$ cat config.mk
export PLATFORM = sky130hd
export DESIGN_NAME = fetch_controller
export DESIGN_NICKNAME = d
export VERILOG_FILES = /design/src/rtl/fetch_pkg.sv /design/src/rtl/fetch_timeout_counter.sv /design/src/rtl/fetch_controller.sv
export SDC_FILE = /design/constraint.sdc
export NUM_CORES = 1
export LEC_CHECK = 0
export BUFFER_PORTS_ARGS = -buffer_cell sky130_fd_sc_hd__buf_2
export CELL_PAD_IN_SITES_DETAIL_PLACEMENT = 1
export CELL_PAD_IN_SITES_GLOBAL_PLACEMENT = 1
export CORE_UTILIZATION = 31
export DETAILED_ROUTE_END_ITERATION = 10
export GPL_TIMING_DRIVEN = 1
export PLACE_DENSITY = 0.83
export SLEW_MARGIN = 10
export SYNTH_ARGS = -nofsm -noshare
export SYNTH_HDL_FRONTEND = slang
export SYNTH_HIERARCHICAL = 1
export SYNTH_SLANG_ARGS = --single-unit
$ cat constraint.sdc
create_clock -name clk -period 2.17 [get_ports clk]
set_input_delay 0.434 -clock clk [delete_from_list [all_inputs] [get_ports clk]]
set_output_delay 0.434 -clock clk [all_outputs]
set_load 0.1 [all_outputs]
$ cat src/rtl/fetch_pkg.sv
// Shared types and constants for the instruction fetch controller.
package fetch_pkg;

  typedef enum logic [1:0] {
    FETCH   = 2'd0,
    WAIT    = 2'd1,
    HOLD    = 2'd2,
    DISCARD = 2'd3
  } fetch_state_t;

  localparam logic [31:0] FETCH_NOP = 32'h0000_0013;

  function automatic int cnt_width(input int timeout_cycles);
    return $clog2(timeout_cycles + 1);
  endfunction

endpackage

$ cat src/rtl/fetch_timeout_counter.sv
// Up-counter measuring how long an imem response has been outstanding.
module fetch_timeout_counter
  import fetch_pkg::*;
#(
  parameter int TIMEOUT_CYCLES = 64
) (
  input  logic clk,
  input  logic rst,
  input  logic en,
  input  logic clr,
  output logic expired
);

  localparam int CW = cnt_width(TIMEOUT_CYCLES);

  logic [CW-1:0] count;

  always_ff @(posedge clk) begin
    if (rst || clr) count <= '0;
    else if (en)    count <= count + CW'(1);
  end

  assign expired = (count == CW'(TIMEOUT_CYCLES - 1));

endmodule

$ cat src/rtl/fetch_controller.sv
// Instruction fetch sequencer: one outstanding imem request, stall/redirect handling.
//  state   | meaning
//  FETCH   | request driven, waiting for grant
//  WAIT    | granted, waiting for response
//  HOLD    | response buffered while load-use stall is active
//  DISCARD | wrong-path response outstanding, to be dropped
module fetch_controller
  import fetch_pkg::*;
#(
  parameter int          TIMEOUT_CYCLES = 64,
  parameter logic [31:0] NOP_INSTR      = FETCH_NOP
) (
  input  logic        clk,
  input  logic        rst,
  input  logic [31:0] pc_in,
  input  logic        branch_taken_mem,
  input  logic        load_use_stall,
  output logic        imem_req,
  output logic [31:0] imem_addr,
  input  logic        imem_gnt,
  input  logic        imem_rvalid,
  input  logic [31:0] imem_rdata,
  output logic [31:0] instr_out,
  output logic        ifid_write,
  output logic        pc_write,
  output logic        ifid_flush,
  output logic        idex_flush,
  output logic        exmem_flush,
  output logic        timeout_err
);

  fetch_state_t state;
  logic [31:0]  hold_buf;
  logic         err_q;
  logic         waiting, expired, cnt_en, timed_out;

  assign waiting   = (state == WAIT) || (state == DISCARD);
  assign cnt_en    = waiting && !imem_rvalid && !expired;
  assign timed_out = waiting && !imem_rvalid && expired;

  fetch_timeout_counter #(.TIMEOUT_CYCLES(TIMEOUT_CYCLES)) u_timeout (
    .clk     (clk),
    .rst     (rst),
    .en      (cnt_en),
    .clr     (!cnt_en),
    .expired (expired)
  );

  always_ff @(posedge clk) begin
    if (rst) begin
      state    <= FETCH;
      hold_buf <= NOP_INSTR;
      err_q    <= 1'b0;
    end else begin
      if (timed_out) err_q <= 1'b1;
      unique case (state)
        FETCH: begin
          if (imem_gnt) state <= branch_taken_mem ? DISCARD : WAIT;
        end
        WAIT: begin
          if (imem_rvalid) begin
            if (!branch_taken_mem && load_use_stall) begin
              hold_buf <= imem_rdata;
              state    <= HOLD;
            end else begin
              state <= FETCH;
            end
          end else if (expired) begin
            state <= FETCH;
          end else if (branch_taken_mem) begin
            state <= DISCARD;
          end
        end
        HOLD: begin
          if (branch_taken_mem) begin
            hold_buf <= NOP_INSTR;
            state    <= FETCH;
          end else if (!load_use_stall) begin
            state <= FETCH;
          end
        end
        DISCARD: begin
          if (imem_rvalid || expired) state <= FETCH;
        end
        default: state <= FETCH;
      endcase
    end
  end

  // Outputs are combinational so a response reaches IF/ID in the cycle it arrives.
  always_comb begin
    imem_req    = 1'b0;
    imem_addr   = '0;
    instr_out   = NOP_INSTR;
    ifid_write  = 1'b0;
    pc_write    = 1'b0;
    ifid_flush  = 1'b0;
    idex_flush  = 1'b0;
    exmem_flush = 1'b0;
    timeout_err = 1'b0;
    if (!rst) begin
      timeout_err = err_q;
      imem_req    = (state == FETCH);
      imem_addr   = imem_req ? pc_in : '0;
      if (state == HOLD) instr_out = hold_buf;
      if (branch_taken_mem) begin
        pc_write    = 1'b1;
        ifid_flush  = 1'b1;
        idex_flush  = 1'b1;
        exmem_flush = 1'b1;
      end else if (load_use_stall) begin
        idex_flush = 1'b1;
      end else if (state == WAIT && imem_rvalid) begin
        instr_out  = imem_rdata;
        ifid_write = 1'b1;
        pc_write   = 1'b1;
      end else if (state == HOLD) begin
        ifid_write = 1'b1;
        pc_write   = 1'b1;
      end
    end
  end

endmodule

Word-level counts from Yosys, hierarchy flattened

Cells that the tools add are included.

Word-level logic and storage cells: 67
Input port bits: 70
Flip-flop bits (word level): 42

Mux-type cells: 35
Reduce and logical (&&, ||, !) cells: 16
$add $sub $neg: 1
Equality and inequality tests: 11

Operator list:

| cell                                                 | number |
|---|---|
| 2-to-1 mux 32 bit                                    | 10 |
| one-hot mux 32 bit (2 select lines)                  | 1 |
| 2-to-1 mux 2 bit                                     | 9 |
| 2-to-1 mux 1 bit                                     | 14 |
| one-hot mux 2 bit (4 select lines)                   | 1 |
| AND reduction 4 bit                                  | 2 |
| adder 7 x 1 -> 7 bit (second input constant)         | 1 |
| equality test 7 x 6 -> 1 bit (second input constant) | 1 |
| != test 2 bit (second input constant)                | 3 |
| logical AND 1 bit                                    | 5 |
| equality test 2 bit (second input constant)          | 2 |
| zero test 1 bit                                      | 4 |
| != test 2 x 1 -> 1 bit (second input constant)       | 2 |
| != test 4 bit (second input constant)                | 1 |
| logical OR 1 bit                                     | 3 |
| != test 3 bit (second input constant)                | 1 |
| equality test 2 x 1 -> 1 bit (second input constant) | 1 |
| zero test 2 bit                                      | 1 |
| nonzero test 2 bit                                   | 1 |

Logic depth before layout (Yosys ltp)

Gate-level depths: netlist of run 1.

Depth in word-level cells: 6
Gate-level depth with buffers: 9

Cells and area by module

The synthesis of run 1 kept the hierarchy.

Modules (own cells, without submodules):

| module                | area each (µm²) | cells each | sequential area each (µm²) | times used |
|---|---|---|---|---|
| fetch_controller      | 2308.5          | 299        | 700.7                      | 1 |
| fetch_timeout_counter | 309.0           | 35         | 140.1                      | 1 |

Least setup slack after synthesis of run 1

No wires, ideal clock.

Path kind: input to output
From: input port branch_taken_mem
To: output port ifid_write
Path buffers: 1
Stages: 3
Slack: -1.398 ns
Data arrival time: 3.134 ns
Cell sequence: buf_4 -> or2_2 -> a211oi_1

Cells in the longest elaborated chain, start to end: 2

Ends and longest elaborated chain:

| element          | line                    | source |
|---|---|---|
| start, declared  | fetch_controller.sv:16  | `input logic branch_taken_mem,` |
| 2-to-1 mux 1 bit | fetch_controller.sv:106 | `if (branch_taken_mem) begin` |
| 2-to-1 mux 1 bit | fetch_controller.sv:101 | `if (!rst) begin` |
| end, declared    | fetch_controller.sv:24  | `output logic ifid_write,` |

No other way between the ends.

Worst setup path after layout of run 1

From: register u_timeout.count[0]
To: register u_timeout.count[6]

Cells in the longest elaborated chain, start to end: 5
Elaborated cells on any way between the ends: 6
Those cells by class: add/sub: 1; eq/ne: 1; reduce/logical: 4

Ends and longest elaborated chain:

| element                        | line                        | source |
|---|---|---|
| start, declared                | fetch_timeout_counter.sv:16 | `logic [CW-1:0] count;` |
| start signal, assigned         | fetch_timeout_counter.sv:20 | `else if (en) count <= count + CW'(1);` |
| equality test 7 x 6 -> 1 bit * | fetch_timeout_counter.sv:23 | `assign expired = (count == CW'(TIMEOUT_CYCLES - 1));` |
| net expired                    | fetch_controller.sv:35      | `logic waiting, expired, cnt_en, timed_out;` |
| zero test 1 bit *              | fetch_controller.sv:38      | `assign cnt_en = waiting && !imem_rvalid && !expired;` |
| logical AND 1 bit *            | fetch_controller.sv:38      |  |
| net cnt_en                     | fetch_controller.sv:35      |  |
| zero test 1 bit                | fetch_controller.sv:45      | `.clr (!cnt_en),` |
| logical OR 1 bit               | fetch_timeout_counter.sv:19 | `if (rst \|\| clr) count <= '0;` |

The timed path passes the listed nets; every way through them passes the cells marked *.
A chain may end at the register's enable or synchronous reset.

==> impl_metrics.tcl, run 1 <==
set metrics [dict create \
    slowest_delay_ns 0.42 \
    final.setup_skew_ns 0.00648 \
    fin_cells 564 \
    num_antenna_cells 0 \
    drt-pass1-iter-count 4 \
    grt_usage 0.259 \
    violations "negative setup slack" \
    cp_cell_sequence "ha_1 -> nand2_1 -> nor3_2 -> or3b_4 -> clkinvlp_4 -> nand3_1 -> or3_1 -> a21oi_1" \
    max-cap-violations 0 \
    critPathMaxFanout 6 \
    routed_wl_mm 11.9 \
    tns_ns -0.0704 \
    clkTransAtPathRegs_ns 0.09 \
    arrival_ns 2.43 \
    clockBufferDepth 2 \
    endpoint "u_timeout/count[6]$_SDFFE_PP0P_" \
    finalCritPeriodShare 1.01 \
    outcome "finished with violations" \
    r2r_end "u_timeout/count[6]$_SDFFE_PP0P_" \
    endpoint_kind "flip-flop" \
    viasPerCell 5.69 \
    hold_class "primary input to flip-flop" \
    die_h_um 93.9 \
    drive_gt1_frac 0.538 \
    syn_nets 405 \
    pre_cts_ws_ns 0.111 \
    grt_pass1_vias 3384 \
    start_util 0.320 \
    numCtsBuffers 5 \
    drv_slew 0 \
    post_drt_wl_per_cell_um 21.1 \
    vias 3211 \
    cts_hold_buf 0 \
    hold_start "imem_rdata[27]" \
    cts_sinks 42 \
    antenna_found_initial 0 \
    cts_root_buf "clkbuf_8" \
    layout_common_cells "buf_12 (71), buf_2 (70), dfxtp_1 (40)" \
    critPathBufInv 1 \
    total_power_w 0.00259 \
    syn_to_final_growth_pct 89.4 \
    yosysWarnings 6 \
    final_common_cell "buf_12" \
    critPathLaunch "u_timeout/count[0]$_SDFFE_PP0P_" \
    worst_slack_ns -0.0245 \
    htreeDepth 2 \
    crit_cells 8 \
    whs_ns 0.378 \
    crit_path_start_kind "flip-flop" \
    globalplace.congestion 0.828 \
    finalCriticalPeriod_ns 2.19 \
    die_x_um 93.9 \
    ys_seq_elements 42 \
    fin_nets 529 \
    multi_input_area_um2 1900 \
    worstPathRequired_ns 2.41 \
    clk_latency_ns 0.31 \
    critPathKind "flip-flop to flip-flop" \
    synth_cell_types 40 \
    rsz0062_at_grt "true" \
    yosysSeqAreaShare 0.321 \
    synthCells 334 \
    fmax_mhz 456 \
    cts_tree "done" \
    r2r_slack_ns -0.02 \
    grt_overflow 0 \
    fp.dieArea_um2 8820 \
    port-buffer-count 140 \
    crit_family "simple AND/OR/NAND/NOR gates" \
    slowest_stage "or3b_4" \
    grt_pass1_wl_mm 17.6 \
    final-seq-area_um2 846 \
    ant_nets 0 \
    r2r_start "u_timeout/count[0]$_SDFFE_PP0P_" \
    io_pins 141 \
    rows 33 \
    vdd_drop_max_uv 323 \
    grt_max_degree 33 \
    place_inst 554 \
    reg2regPathDepth 8 \
    core_um2 8180 \
    powerDensity_nw_per_um2 523 \
    netlist_area_um2 2620 \
    syn_avg_cell_area_um2 7.84 \
    fillers 892 \
    slew_headroom 0.680 \
    drtIter0Drc 171 \
    hold_violations 0 \
    drc_errors 0 \
    tightest_slew_ns 0.484 \
    power_leakage_nw 1.85 \
    setup_viol 6 \
    place_hpwl_mm 8.18 \
]
per-stage QoR:
stage	area (µm²)	utilization
after floorplan	2860	-
after global placement	4650	0.569
after detailed placement	4650	0.569
after CTS	4870	0.596
after global routing	4960	0.606
final	4960	0.606
flip-flops by register name (all words and copies together), names as in the netlist:
name	count
hold_buf	32
u_timeout/count	7
state	2
err_q	1
what timing repair did:
action / CTS / global route
setup buffers: 0 / 0
resized for setup: 16 / 21
endpoints found under the setup margin: 63 / 64
cloned: 1 / 1
pin swaps: 1 / 1
synth_stat cells:
library cell	number	area share
o21ai_0	3	0.0057
buf_6	2	0.0086
nor3_1	5	0.0096
buf_2	15	0.029
nand2b_1	2	0.0048
nand2_1	7	0.010
and3b_1	1	0.0033
a32o_1	2	0.0076
nand3b_1	1	0.0029
a221oi_1	1	0.0033
or2_2	2	0.0048
clkbuf_1	16	0.023
nor3_2	1	0.0038
nand3_1	31	0.059
inv_1	3	0.0043
o21ai_2	1	0.0033
nand3b_4	1	0.0076
xnor2_1	1	0.0033
a32oi_1	29	0.097
a31oi_1	1	0.0024
a21oi_1	33	0.063
o21a_1	1	0.0029
buf_4	10	0.029
or3b_4	1	0.0043
and2_1	32	0.076
dfxtp_1	42	0.32
a221oi_2	2	0.011
xor2_1	3	0.010
or3_1	2	0.0048
a211oi_1	1	0.0029
o211ai_1	29	0.083
nand4_1	1	0.0024
mux2i_1	1	0.0038
nor2b_1	3	0.0072
nor2_1	39	0.056
ha_1	1	0.0048
and2b_1	1	0.0029
nand4_2	1	0.0048
o32ai_1	3	0.010
o21ai_1	3	0.0057
metal layers:
| layer | wire, µm | global-route usage | part of all wire | up-vias |
|---|---|---|---|---|
| li1 | - | - | - | 1478 |
| met1 | 4480 | 0.302 | 0.38 | 1579 |
| met2 | 6430 | 0.474 | 0.54 | 104 |
| met3 | 434 | 0.0332 | 0.037 | 50 |
| met4 | 537 | 0.106 | 0.045 | 0 |
| met5 | 0 | 0 | 0 | - |
worst min-delay path by stage:
stage | to | slack [ns] | cells past startpoint
after floorplan | err_q$_SDFFE_PP0P_ | 0.43 | 2
after global placement | err_q$_SDFFE_PP0P_ | 0.46 | 2
after detailed placement | hold_buf[27]$_SDFFE_PP0P_ | 0.49 | 2
after CTS | hold_buf[27]$_SDFFE_PP0P_ | 0.38 | 3
after global routing | hold_buf[23]$_SDFFE_PP0P_ | 0.38 | 3
final | hold_buf[27]$_SDFFE_PP0P_ | 0.38 | 3
where the power goes:
group	switching, W	internal [W]	leakage (nW)
registers	0.0000118	0.000781	0.340
clock network	0.000304	0.000461	0.0683
logic	0.000679	0.000358	1.44
total	0.000995	0.00160	1.85
layout make-up:
class                   instances  share of cell area
repair buffers                160               0.388
multi-input cells             246               0.384
flip-flops and latches         42               0.171
well taps                     105              0.0265
clock buffers                   5              0.0139
clock inverters                 3              0.0139
inverters                       3             0.00303
logic make-up after synthesis:
family          after synthesis  share of synthesized area
mux                           1                    0.00382
xor+xnor                      4                     0.0134
fa+ha+maj                     1                    0.00478
flops                        42                      0.321
compound gates              109                      0.299
simple gates                131                      0.265
buf+inv                      46                     0.0932
worst reg2reg max path, stage by stage, from the launching register on:
cell        delay, ns
dfxtp_1          0.35
ha_1             0.30
nand2_1          0.15
nor3_2           0.08
or3b_4           0.42
clkinvlp_4       0.16
nand3_1          0.14
or3_1            0.36
a21oi_1          0.17
Power figures use the tool's default switching activity.
==> run 2: changes to the inputs <==
Settings changed: PLACE_DENSITY 0.83 to unset, PLACE_DENSITY_LB_ADDON set to 0.1.
==> impl_metrics.tcl, run 2 (same netlist as run 1, synthesis figures left out) <==
set metrics [dict create \
    finalCriticalPeriod_ns 2.10 \
    htreeDepth 2 \
    grt_overflow 0 \
    power_leakage_nw 1.76 \
    endpoint_kind "output pin" \
    finalCritPeriodShare 0.970 \
    setup_viol 0 \
    drc_errors 0 \
    place_hpwl_mm 7.15 \
    final_common_cell "buf_12" \
    drtIter0Drc 149 \
    cts_root_buf "clkbuf_8" \
    tns_ns 0 \
    core_um2 8180 \
    grt_max_degree 38 \
    clk_latency_ns 0.29 \
    ant_nets 0 \
    layout_common_cells "buf_12 (74), buf_2 (71), dfxtp_1 (42)" \
    worstPathRequired_ns 1.74 \
    reg_top3 "hold_buf x32, u_timeout/count x7, state x2" \
    vdd_drop_max_uv 287 \
    critPathMaxFanout 32 \
    cts_sinks 42 \
    globalplace.congestion 0.761 \
    tightest_slew_ns 0.508 \
    arrival_ns 1.67 \
    num_antenna_cells 0 \
    vias 3104 \
    port-buffer-count 140 \
    max-cap-violations 0 \
    rows 33 \
    drive_gt1_frac 0.484 \
    drt-pass1-iter-count 4 \
    slowest_delay_ns 0.32 \
    final.setup_skew_ns 0.00301 \
    crit_cells 6 \
    post_cts_buffers 0 \
    pre_cts_ws_ns 0.127 \
    grt_pass1_wl_mm 15.6 \
    slew_headroom 0.661 \
    hold_depth 3 \
    cts.repair.resized 0 \
    io_pins 141 \
    critPathBufInv 3 \
    critPathKind "flip-flop to output pin" \
    die_h_um 93.9 \
    worst_slack_ns 0.0656 \
    cts_tree "done" \
    fp.dieArea_um2 8820 \
    largest_reg_flops 32 \
    rsz0062_at_grt "false" \
    hold_class "primary input to flip-flop" \
    clkTransAtPathRegs_ns 0.08 \
    total_power_w 0.00242 \
    antenna_found_initial 0 \
    reg2regPathDepth 8 \
    clockBufferDepth 2 \
    grt_pass1_vias 3200 \
    drv_slew 0 \
    outcome "completed" \
    fmax_mhz 475 \
    viasPerCell 5.54 \
    numCtsBuffers 5 \
    grt_usage 0.227 \
    slowest_stage "dfxtp_1" \
    crit_family "buffers and inverters" \
    fin_nets 526 \
    die_x_um 93.9 \
    cts_hold_buf 0 \
    start_util 0.320 \
    cp_common_cell "buf_12" \
    post_drt_wl_per_cell_um 17.4 \
    routed_wl_mm 9.74 \
    hold_violations 0 \
    powerDensity_nw_per_um2 503 \
    finalCoreUtilization 0.588 \
    crit_path_start_kind "flip-flop" \
    syn_to_final_growth_pct 83.7 \
    max_flop_register "hold_buf" \
    cp_cell_sequence "buf_4 -> and2b_1 -> buf_12 -> a32oi_1 -> nor2_4 -> buf_12" \
]
run 2: layout make-up:
class | instances | area [µm²]
inverter | 3 | 15.0
multi-input combinational | 246 | 1780
clock buffer | 6 | 82.6
timing repair buffer | 157 | 1930
sequential | 42 | 841
fill | 904 | 3370
tap | 105 | 131
clock inverter | 1 | 30.0
run 2: power breakdown:
group / internal, W / switching [W]
clock network: 0.000368 / 0.000269
registers: 0.000780 / 0.00000618
logic: 0.000341 / 0.000654
total: 0.00149 / 0.000929
run 2: tightest hold or removal path, delay by kind of cell:
kind	cells	cell delay, ns
buf+inv	1	0.11
simple gates	1	0.06
compound gates	1	0.05
run 2: per-stage QoR:
step	area, µm²	hold WS, ns	std cells
after detailed placement	4680	0.479	553
after floorplan	2860	0.429	334
after global placement	4680	0.466	553
after global routing	4810	0.401	560
final	4810	0.398	560
after CTS	4800	0.392	560
run 2: routing by layer:
layer / part of all wire / wire length [µm] / vias to the layer above / GRT usage
met2: 0.54 / 5230 / 123 / 0.428
met1: 0.38 / 3660 / 1501 / 0.242
met4: 0.012 / 119 / 0 / 0.0577
met5: 0 / 0 / - / 0
li1: - / - / 1471 / -
met3: 0.075 / 728 / 9 / 0.0680
run 2: path summary, 6_finish.rpt:
check	slack [ns]	to	from
worst max-delay path	0.07	instr_out[27]	state[1]$_SDFFE_PP0P_
worst min-delay path	0.40	hold_buf[8]$_SDFFE_PP0P_	imem_rdata[8]
worst max register to register	0.16	u_timeout/count[6]$_SDFFE_PP0P_	u_timeout/count[0]$_SDFFE_PP0P_
worst min register to register	0.49	hold_buf[3]$_SDFFE_PP0P_	hold_buf[3]$_SDFFE_PP0P_
==> run 3: changes to the inputs <==
Settings changed: CORE_ASPECT_RATIO set to 1.1.
==> impl_metrics.tcl, run 3 (same netlist as run 1, synthesis figures left out) <==
set metrics [dict create \
    switching_share 0.389 \
    power_frac_comb 0.410 \
    critPathLaunch "state[0]$_SDFFE_PP0P_" \
    arrival_ns 1.71 \
    crit_path_start_kind "flip-flop" \
    slowest_stage "dfxtp_4" \
    max-cap-violations 0 \
    dpl-instance-area_um2 4630 \
    cp_cell_sequence "buf_4 -> nor3_2 -> buf_12 -> and2_1 -> buf_12" \
    place_hpwl_mm 7.44 \
    drv_slew 0 \
    hold_violations 0 \
    sequentialPowerShare 0.325 \
    cts_tree "done" \
    wl_met3_um 317 \
    layout_common_cells "buf_2 (71), buf_12 (70), dfxtp_1 (40)" \
    drtIter0Drc 125 \
    hold_start "imem_rdata[24]" \
    slew_headroom 0.672 \
    whs_ns 0.390 \
    post_drt_wl_per_cell_um 18.1 \
    worstPathRequired_ns 1.74 \
    reg2regPathDepth 8 \
    core_um2 8040 \
    grt_max_degree 43 \
    max_flop_register "hold_buf" \
    endpoint_kind "output pin" \
    num_antenna_cells 0 \
    fmax_mhz 467 \
    hold_depth 3 \
    largest_reg_flops 32 \
    slowest_delay_ns 0.38 \
    grt_overflow 0 \
    io_pins 141 \
    vdd_drop_max_uv 302 \
    grt_usage 0.240 \
    cts_hold_buf 0 \
    cp_common_cell "buf_12" \
    finalCritPeriodShare 0.986 \
    ant_nets 0 \
    top_layer "met4" \
    post_cts_buffers 0 \
    tightest_slew_ns 0.495 \
    crit_family "buffers and inverters" \
    die_x_um 89.6 \
    hold_path_end "hold_buf[24]$_SDFFE_PP0P_" \
    rsz0062_at_grt "true" \
    outcome "completed" \
    setup_viol 0 \
    clockBufferDepth 2 \
    powerDensity_nw_per_um2 503 \
    drt-pass1-iter-count 4 \
    rows 34 \
    port-buffer-count 140 \
    syn_to_final_growth_pct 85.2 \
    intPower_w 0.00149 \
    clockPowerShare 0.265 \
    power_leakage_nw 1.81 \
    cts_sinks 42 \
    finalCriticalPeriod_ns 2.14 \
    grt_pass1_vias 3189 \
    final_common_cell "buf_2" \
    reg_top3 "hold_buf x32, u_timeout/count x7, state x2" \
    r2r_slack_ns 0.21 \
    grt_pass1_wl_mm 16.3 \
    critPathBufInv 3 \
    vias 3076 \
    tns_ns 0 \
    critPathKind "flip-flop to output pin" \
    p_sw_w 0.000949 \
    clkTransAtPathRegs_ns 0.08 \
    fin_area_um2 4850 \
    clk_latency_ns 0.30 \
    wl_met1_mm 4.02 \
    drive_gt1_frac 0.510 \
    numCtsBuffers 5 \
    routed_wl_mm 10.2 \
    antenna_found_initial 0 \
    fin_nets 526 \
    drc_errors 0 \
    wl_met2_mm 5.66 \
    globalplace.congestion 0.737 \
    worst_slack_ns 0.0300 \
    htreeDepth 2 \
    fp.dieArea_um2 8820 \
    die_h_um 98.4 \
    start_util 0.326 \
    pre_cts_ws_ns 0.146 \
    critPathMaxFanout 33 \
    cts_root_buf "clkbuf_8" \
    viasPerCell 5.46 \
    r2r_end "u_timeout/count[5]$_SDFFE_PP0P_" \
    r2r_start "u_timeout/count[0]$_SDFFE_PP0P_" \
    final.setup_skew_ns 0.00653 \
    hold_class "primary input to flip-flop" \
]
## run 3: cell types whose count changed in the layout (fill, tap and decap cells not counted), sizes merged
cell    before  now
buf        157  154
clkbuf       6    9
## run 3: how the worst max path moves through the flow
stage	slack [ns]	endpoint	depth (start not counted)
floorplan	-0.21	ifid_flush	3
detailed placement	0.15	instr_out[6]	6
finish	0.03	imem_addr[11]	5
CTS	0.00004	instr_out[20]	5
global placement	0.16	instr_out[30]	6
global route	-0.04	instr_out[29]	5
## run 3: routing by layer
| layer | global-route usage | up-vias |
|---|---|---|
| met5 | 0 | - |
| met4 | 0.0647 | 0 |
| met3 | 0.0347 | 16 |
| met2 | 0.436 | 78 |
| met1 | 0.285 | 1512 |
| li1 | - | 1470 |
## run 3: repair_timing
action | CTS | global route
endpoints found under the setup margin | 32 | 41
gates cloned | 0 | 0
resized for setup | 3 | 17
## run 3: worst min-delay path: stages
cell and delay [ns]:
buf_2 0.10, nand3_1 0.06, a21oi_1 0.05
## run 3: area by class of cell
type	count	area (µm²)
Fill cell	901	3190
Sequential cell	42	848
Multi-Input combinational cell	246	1860
Inverter	3	15.0
Timing Repair Buffer	157	1880
Clock buffer	6	82.6
Clock inverter	1	30.0
Tap cell	108	135
## run 3: metrics by stage
| step | power [W] | instances | utilization |
|---|---|---|---|
| after floorplan | 0.00142 | 334 | - |
| after global placement | 0.00179 | 556 | 0.576 |
| final | 0.00244 | 563 | 0.603 |
| after detailed placement | 0.00180 | 556 | 0.576 |
| after global routing | 0.00252 | 563 | 0.603 |
| after CTS | 0.00244 | 563 | 0.591 |
## run 3: power by group through the flow
stage               registers [W]  logic, W  clock network (W)
floorplan                0.000802  0.000616                  0
global placement         0.000808  0.000977                  0
detailed placement       0.000810  0.000988                  0
CTS                      0.000792  0.000992           0.000653
global route             0.000794   0.00104           0.000694
finish                   0.000792   0.00100           0.000646
